--- src/rtl/cache_port_arbiter_if.sv ---
// Bundle of both requester ports plus the cache CPU-side port.
// slave: arbiter view; master: requesters and cache around it.
interface cache_port_arbiter_if #(
  parameter int ADDR_WIDTH = 10,
  parameter int DATA_WIDTH = 32
);
  logic                  ReadA, WriteA;
  logic [ADDR_WIDTH-1:0] AddressA;
  logic [DATA_WIDTH-1:0] DataInA;
  logic                  StallA, DoneA;
  logic [DATA_WIDTH-1:0] DataOutA;

  logic                  ReadB, WriteB;
  logic [ADDR_WIDTH-1:0] AddressB;
  logic [DATA_WIDTH-1:0] DataInB;
  logic                  StallB, DoneB;
  logic [DATA_WIDTH-1:0] DataOutB;

  logic                  MemReadCpu, MemWriteCpu;
  logic [ADDR_WIDTH-1:0] Address;
  logic [DATA_WIDTH-1:0] DataIn;
  logic                  Stall;
  logic [DATA_WIDTH-1:0] DataOut;

  modport slave (
    input  ReadA, WriteA, AddressA, DataInA,
    output StallA, DoneA, DataOutA,
    input  ReadB, WriteB, AddressB, DataInB,
    output StallB, DoneB, DataOutB,
    output MemReadCpu, MemWriteCpu, Address, DataIn,
    input  Stall, DataOut
  );

  modport master (
    output ReadA, WriteA, AddressA, DataInA,
    input  StallA, DoneA, DataOutA,
    output ReadB, WriteB, AddressB, DataInB,
    input  StallB, DoneB, DataOutB,
    input  MemReadCpu, MemWriteCpu, Address, DataIn,
    output Stall, DataOut
  );
endinterface

--- src/rtl/cache_port_arbiter.sv ---
// Round-robin arbiter sharing one cache CPU port between fetch (A) and load/store (B).
// Each grant is latched and held on the cache port until Stall drops.
module cache_port_arbiter #(
  parameter int ADDR_WIDTH = 10,
  parameter int DATA_WIDTH = 32
) (
  input logic                 CLK,
  input logic                 RST,
  cache_port_arbiter_if.slave bus
);
  localparam logic [2:0] S_IDLE    = 3'd0;
  localparam logic [2:0] S_GRANT_A = 3'd1;
  localparam logic [2:0] S_GRANT_B = 3'd2;
  localparam logic [2:0] S_DONE_A  = 3'd3;
  localparam logic [2:0] S_DONE_B  = 3'd4;

  logic [2:0] state, state_nx;
  logic       last_b, op_wr, gnt_vld, gnt_sel, granting;
  logic [ADDR_WIDTH-1:0] addr_q;
  logic [DATA_WIDTH-1:0] din_q;

  // per-port views, index 0 = A, 1 = B
  logic [1:0]                 req, wr, done;
  logic [1:0][ADDR_WIDTH-1:0] port_addr;
  logic [1:0][DATA_WIDTH-1:0] port_din, dout_q;

  assign req       = {bus.ReadB | bus.WriteB, bus.ReadA | bus.WriteA};
  assign wr        = {bus.WriteB, bus.WriteA};
  assign port_addr = {bus.AddressB, bus.AddressA};
  assign port_din  = {bus.DataInB, bus.DataInA};

  // DONE_x skips port x: its request is still up for the access just served
  always_comb begin
    state_nx = state;
    gnt_vld  = 1'b0;
    gnt_sel  = 1'b0;
    case (state)
      S_IDLE: begin
        if (req[0] && (!req[1] || last_b)) begin
          gnt_vld = 1'b1;
          gnt_sel = 1'b0;
        end else if (req[1]) begin
          gnt_vld = 1'b1;
          gnt_sel = 1'b1;
        end
      end
      S_GRANT_A: if (!bus.Stall) state_nx = S_DONE_A;
      S_GRANT_B: if (!bus.Stall) state_nx = S_DONE_B;
      S_DONE_A: begin
        if (req[1]) begin
          gnt_vld = 1'b1;
          gnt_sel = 1'b1;
        end else begin
          state_nx = S_IDLE;
        end
      end
      S_DONE_B: begin
        if (req[0]) begin
          gnt_vld = 1'b1;
          gnt_sel = 1'b0;
        end else begin
          state_nx = S_IDLE;
        end
      end
      default: state_nx = S_IDLE;
    endcase
    if (gnt_vld) state_nx = gnt_sel ? S_GRANT_B : S_GRANT_A;
  end

  always_ff @(posedge CLK or negedge RST) begin
    if (!RST) begin
      state  <= S_IDLE;
      last_b <= 1'b1;
      op_wr  <= 1'b0;
      addr_q <= '0;
      din_q  <= '0;
    end else begin
      state <= state_nx;
      if (gnt_vld) begin
        last_b <= gnt_sel;
        op_wr  <= wr[gnt_sel];
        addr_q <= port_addr[gnt_sel];
        din_q  <= port_din[gnt_sel];
      end
    end
  end

  for (genvar p = 0; p < 2; p++) begin : g_port
    localparam logic [2:0] GST = (p == 0) ? S_GRANT_A : S_GRANT_B;
    logic [DATA_WIDTH-1:0] dq;
    always_ff @(posedge CLK or negedge RST) begin
      if (!RST)                                    dq <= '0;
      else if (state == GST && !bus.Stall && !op_wr) dq <= bus.DataOut;
    end
    assign dout_q[p] = dq;
  end

  assign granting = (state == S_GRANT_A) || (state == S_GRANT_B);
  assign done     = {state == S_DONE_B, state == S_DONE_A};

  assign bus.MemReadCpu  = granting & ~op_wr;
  assign bus.MemWriteCpu = granting & op_wr;
  assign bus.Address     = addr_q;
  assign bus.DataIn      = din_q;

  assign bus.DoneA    = done[0];
  assign bus.DoneB    = done[1];
  assign bus.StallA   = req[0] & ~done[0];
  assign bus.StallB   = req[1] & ~done[1];
  assign bus.DataOutA = dout_q[0];
  assign bus.DataOutB = dout_q[1];
endmodule

--- src/flat_wrapper.sv ---
// flat-port wrapper written by rule: the top's interface ports become plain ports
module cache_port_arbiter_flat 
#(
  parameter int ADDR_WIDTH = 10,
  parameter int DATA_WIDTH = 32
)
  (CLK, RST, bus_ReadA, bus_WriteA, bus_AddressA, bus_DataInA, bus_StallA, bus_DoneA, bus_DataOutA, bus_ReadB, bus_WriteB, bus_AddressB, bus_DataInB, bus_StallB, bus_DoneB, bus_DataOutB, bus_MemReadCpu, bus_MemWriteCpu, bus_Address, bus_DataIn, bus_Stall, bus_DataOut);
  cache_port_arbiter_if #(.ADDR_WIDTH(ADDR_WIDTH), .DATA_WIDTH(DATA_WIDTH)) bus_i ();
  input logic CLK;
  input logic RST;
  input wire logic [$bits(bus_i.ReadA)-1:0] bus_ReadA;
  input wire logic [$bits(bus_i.WriteA)-1:0] bus_WriteA;
  input wire logic [$bits(bus_i.AddressA)-1:0] bus_AddressA;
  input wire logic [$bits(bus_i.DataInA)-1:0] bus_DataInA;
  output wire logic [$bits(bus_i.StallA)-1:0] bus_StallA;
  output wire logic [$bits(bus_i.DoneA)-1:0] bus_DoneA;
  output wire logic [$bits(bus_i.DataOutA)-1:0] bus_DataOutA;
  input wire logic [$bits(bus_i.ReadB)-1:0] bus_ReadB;
  input wire logic [$bits(bus_i.WriteB)-1:0] bus_WriteB;
  input wire logic [$bits(bus_i.AddressB)-1:0] bus_AddressB;
  input wire logic [$bits(bus_i.DataInB)-1:0] bus_DataInB;
  output wire logic [$bits(bus_i.StallB)-1:0] bus_StallB;
  output wire logic [$bits(bus_i.DoneB)-1:0] bus_DoneB;
  output wire logic [$bits(bus_i.DataOutB)-1:0] bus_DataOutB;
  output wire logic [$bits(bus_i.MemReadCpu)-1:0] bus_MemReadCpu;
  output wire logic [$bits(bus_i.MemWriteCpu)-1:0] bus_MemWriteCpu;
  output wire logic [$bits(bus_i.Address)-1:0] bus_Address;
  output wire logic [$bits(bus_i.DataIn)-1:0] bus_DataIn;
  input wire logic [$bits(bus_i.Stall)-1:0] bus_Stall;
  input wire logic [$bits(bus_i.DataOut)-1:0] bus_DataOut;
  assign bus_i.ReadA = bus_ReadA;
  assign bus_i.WriteA = bus_WriteA;
  assign bus_i.AddressA = bus_AddressA;
  assign bus_i.DataInA = bus_DataInA;
  assign bus_StallA = bus_i.StallA;
  assign bus_DoneA = bus_i.DoneA;
  assign bus_DataOutA = bus_i.DataOutA;
  assign bus_i.ReadB = bus_ReadB;
  assign bus_i.WriteB = bus_WriteB;
  assign bus_i.AddressB = bus_AddressB;
  assign bus_i.DataInB = bus_DataInB;
  assign bus_StallB = bus_i.StallB;
  assign bus_DoneB = bus_i.DoneB;
  assign bus_DataOutB = bus_i.DataOutB;
  assign bus_MemReadCpu = bus_i.MemReadCpu;
  assign bus_MemWriteCpu = bus_i.MemWriteCpu;
  assign bus_Address = bus_i.Address;
  assign bus_DataIn = bus_i.DataIn;
  assign bus_i.Stall = bus_Stall;
  assign bus_i.DataOut = bus_DataOut;
  cache_port_arbiter #(.ADDR_WIDTH(ADDR_WIDTH), .DATA_WIDTH(DATA_WIDTH)) u_core (.CLK(CLK), .RST(RST), .bus(bus_i));
endmodule
--- config.mk ---
export PLATFORM = sky130hd
export DESIGN_NAME = cache_port_arbiter_flat
export DESIGN_NICKNAME = d
export VERILOG_FILES = /design/src/rtl/cache_port_arbiter_if.sv /design/src/rtl/cache_port_arbiter.sv /design/src/flat_wrapper.sv
export SDC_FILE = /design/constraint.sdc
export NUM_CORES = 1
export LEC_CHECK = 0
export ABC_AREA = 1
export ABC_CLOCK_PERIOD_IN_PS = 2300
export BUFFER_PORTS_ARGS = -buffer_cell sky130_fd_sc_hd__buf_2
export CAP_MARGIN = 5
export CORE_ASPECT_RATIO = 1.4
export CORE_MARGIN = 5
export CORE_UTILIZATION = 49
export DETAILED_ROUTE_END_ITERATION = 6
export PLACE_DENSITY = 0.93
export REMOVE_ABC_BUFFERS = 1
export SKIP_CTS_REPAIR_TIMING = 1
export SYNTH_ARGS = -nofsm -noshare
export SYNTH_HDL_FRONTEND = slang
export SYNTH_SLANG_ARGS = --single-unit
--- constraint.sdc ---
create_clock -name CLK -period 2.3 [get_ports CLK]
set_input_delay 0.69 -clock CLK [delete_from_list [all_inputs] [get_ports CLK]]
set_output_delay 0.69 -clock CLK [all_outputs]
set_load 0.05 [all_outputs]
==> flow_summary.rst <==
.. list-table::
   :header-rows: 1

   * - Metric
     - Value
   * - Run status
     - finished, final reports clean
   * - Starting Density
     - 0.501
   * - RSZ-0062 raised after global routing
     - no
   * - Number of global-route vias before repair
     - around 4.4k
   * - Proportion of layout cells with a drive suffix above 1
     - 0.367
   * - Hold violation total from the final report
     - 0
   * - Clock buffer count from CTS
     - 9
   * - CTS tree
     - done
   * - Post-route clock skew
     - around 0.0090 ns
   * - Cell taking the most area after synthesis
     - dfrtp_1
   * - Length of the first detailed-routing pass in iterations
     - 4
   * - Main flop type after synthesis
     - dfrtp_1
   * - Most area-consuming cells after synthesis
     - dfrtp_1 58%, nand2_1 13%, nand4_1 5.8%
   * - Final Cycle Share
     - 0.958
   * - Maximum number of buffers from clock root to sink
     - 2
   * - Post-Syn Area
     - 4740 um2
   * - Async set-reset flop share out of synthesis
     - 1.00
   * - Total half-perimeter wirelength after legalization and detailed placement
     - approximately 9.4 mm
   * - Area of the placeable core
     - approximately 9500 um2
   * - GRT overflow
     - 0
   * - Relative slew slack
     - 0.631
   * - EDFF count, synth
     - 0
   * - Routed length per placed instance
     - ~15 um
   * - Overall die width
     - just over 90 um
   * - Kind of start point of the critical path
     - flip-flop
   * - Total die area
     - 11,800 um2
   * - H-tree lvl count
     - 3
   * - Hold/Removal Path Class
     - in -> async
   * - Clock Latency Late Sink
     - 0.34 ns
   * - Placer's final routability congestion estimate
     - 0.793
   * - Clock tree root buffer cell
     - clkbuf_16
   * - Reg clk slew, reported paths
     - approximately 0.070 ns
   * - Most frequent cell after synthesis
     - nand2_1
   * - RR Startpoint
     - u_core.state[0]$_DFFE_PN0P_
   * - Final critical delay including setup and external delays
     - between 2 and 2.5 ns
   * - Initial antenna violation count
     - 0
   * - Worst-margin pin slew
     - approximately 0.55 ns
   * - Finish-stage setup viols
     - 0
   * - Area growth from synthesis to layout
     - 33.8%
   * - Upper clock frequency limit
     - about 450 MHz
   * - Maximum number of pins on one net before global-route repair
     - between 100 and 150
   * - Kind of critical path
     - reg -> out
   * - IO buf count
     - between 200 and 250
   * - Reg-to-reg endpoint
     - u_core.state[1]$_DFFE_PN0P_
   * - Post-route DRC
     - 0
   * - Cell row count
     - 42
   * - TritonCTS sink count
     - around 110
   * - Number of library cell types mapped by synthesis
     - 22
   * - Count of cells along the worst register-to-register path
     - 8
   * - Drt total wl
     - about 13 mm
   * - Synthesized area divided by synthesized cell count
     - around 9.1 um2
   * - GRT Util Overall
     - 0.215
   * - Max-cap violations
     - 0
   * - Setup slack of the worst register-to-register path
     - roughly 0.73 ns
   * - Worst setup path startpoint
     - u_core.state[2]$_DFFE_PN0P_
   * - Portion of synthesized cell area occupied by the leading cell type
     - 0.580
   * - Vias
     - approximately 4.5k
   * - Number of DRC markers in iteration 0
     - 200
   * - Share of the yosys chip area belonging to registers
     - 0.586
   * - Commonest cells in the netlist
     - 161 x nand2_1, 110 x dfrtp_1, 52 x o21ai_1
   * - Post-route antenna net violation count
     - 0
   * - Number of synthesized register bits
     - 111
   * - Chip Height
     - 126 um
   * - Setup tns final
     - 0 ns
   * - Filler Cell Count
     - between 700 and 800
   * - Data arrival, critical path
     - ~1.5 ns
   * - Top-level I/O count
     - 235
   * - Number of diodes added for antenna fixing
     - 0
   * - Req. time, crit path
     - 1.61 ns
   * - Drt via density
     - roughly 5.2
   * - Final number of max-transition violations
     - 0
   * - Worst Path Max Fanout
     - 5
   * - Final layout net count
     - just under 900
   * - Count of warnings emitted by yosys
     - 0
   * - Critical Path Sink Type
     - output pin
   * - Count of mapped cells out of synthesis
     - between 500 and 600
   * - Wire length of the first global-routing pass
     - slightly above 20 mm
layout by cell type (no fill, tap or decap), types with 5 or more instances in the layout:
master       n
buf_2      231
dfrtp_1    110
o21ai_0     13
nand2_2      5
nand2_1    161
buf_4        9
buf_12       6
clkbuf_16    9
inv_1       41
nand4_1     44
nor2_1       6
nand3_1     47
o21ai_1     52
flip-flops by register name, summed over array words and instances, names as in the netlist:
register / flops
u_core.bus.Address: 10
u_core.bus.DataIn: 32
u_core.last_b: 1
u_core.op_wr: 1
u_core.state: 3
u_core.bus.DataOutA: 32
u_core.bus.DataOutB: 32
worst max-delay path by stage:
stage                                                    to  slack, ns  depth (start not counted)
after floorplan                 u_core.state[0]$_DFFE_PN0P_      -0.07                          4
after global placement    u_core.bus.DataIn[25]$_DFFE_PN0P_       0.39                          8
after detailed placement        u_core.state[0]$_DFFE_PN0P_       0.35                          8
after CTS                                    bus_MemReadCpu      -0.03                          4
after global routing                         bus_MemReadCpu       0.02                          4
final                                       bus_MemWriteCpu        0.1                          4
routing by layer:
metal,vias to the layer above,global-route usage,part of all wire
met2,213,0.374,0.50
met1,2056,0.258,0.38
met5,-,0,0
met3,28,0.0474,0.094
met4,0,0.0863,0.027
li1,2182,-,-
cell type report:
class,instances,area [um2],area share
inverter,43,161,0.0254
sequential,111,2780,0.438
timing repair buffer,247,1350,0.213
multi-input combinational,337,1590,0.250
tap,110,138,0.0217
clock inverter,7,104,0.0164
clock buffer,9,225,0.0355
through the flow:
step	std cells	instance area [um2]	utilization	setup WS, ns	hold WS [ns]
after floorplan	491	4520	-	-0.0654	0.394
after global placement	847	6000	0.634	0.386	0.461
after detailed placement	847	6000	0.634	0.352	0.468
after CTS	863	6330	0.669	-0.0286	0.442
after global routing	864	6350	0.671	0.0222	0.462
final	864	6350	0.671	0.0973	0.424
worst max-delay path, stage by stage (launching register included):
cell	delay (ns)
dfrtp_1	0.48
nor3_2	0.23
buf_4	0.15
o21a_1	0.10
clkbuf_4	0.22
cells by family after synthesis:
| kind of cell | Yosys count | synth area share |
|---|---|---|
| flops | 111 | 0.586 |
| simple gates | 269 | 0.261 |
| buf+inv | 76 | 0.0807 |
| compound gates | 68 | 0.0723 |
Power is left out: the tool's default activity adds up to more than one toggle a clock period on the data nets, which glitch-free logic cannot reach.
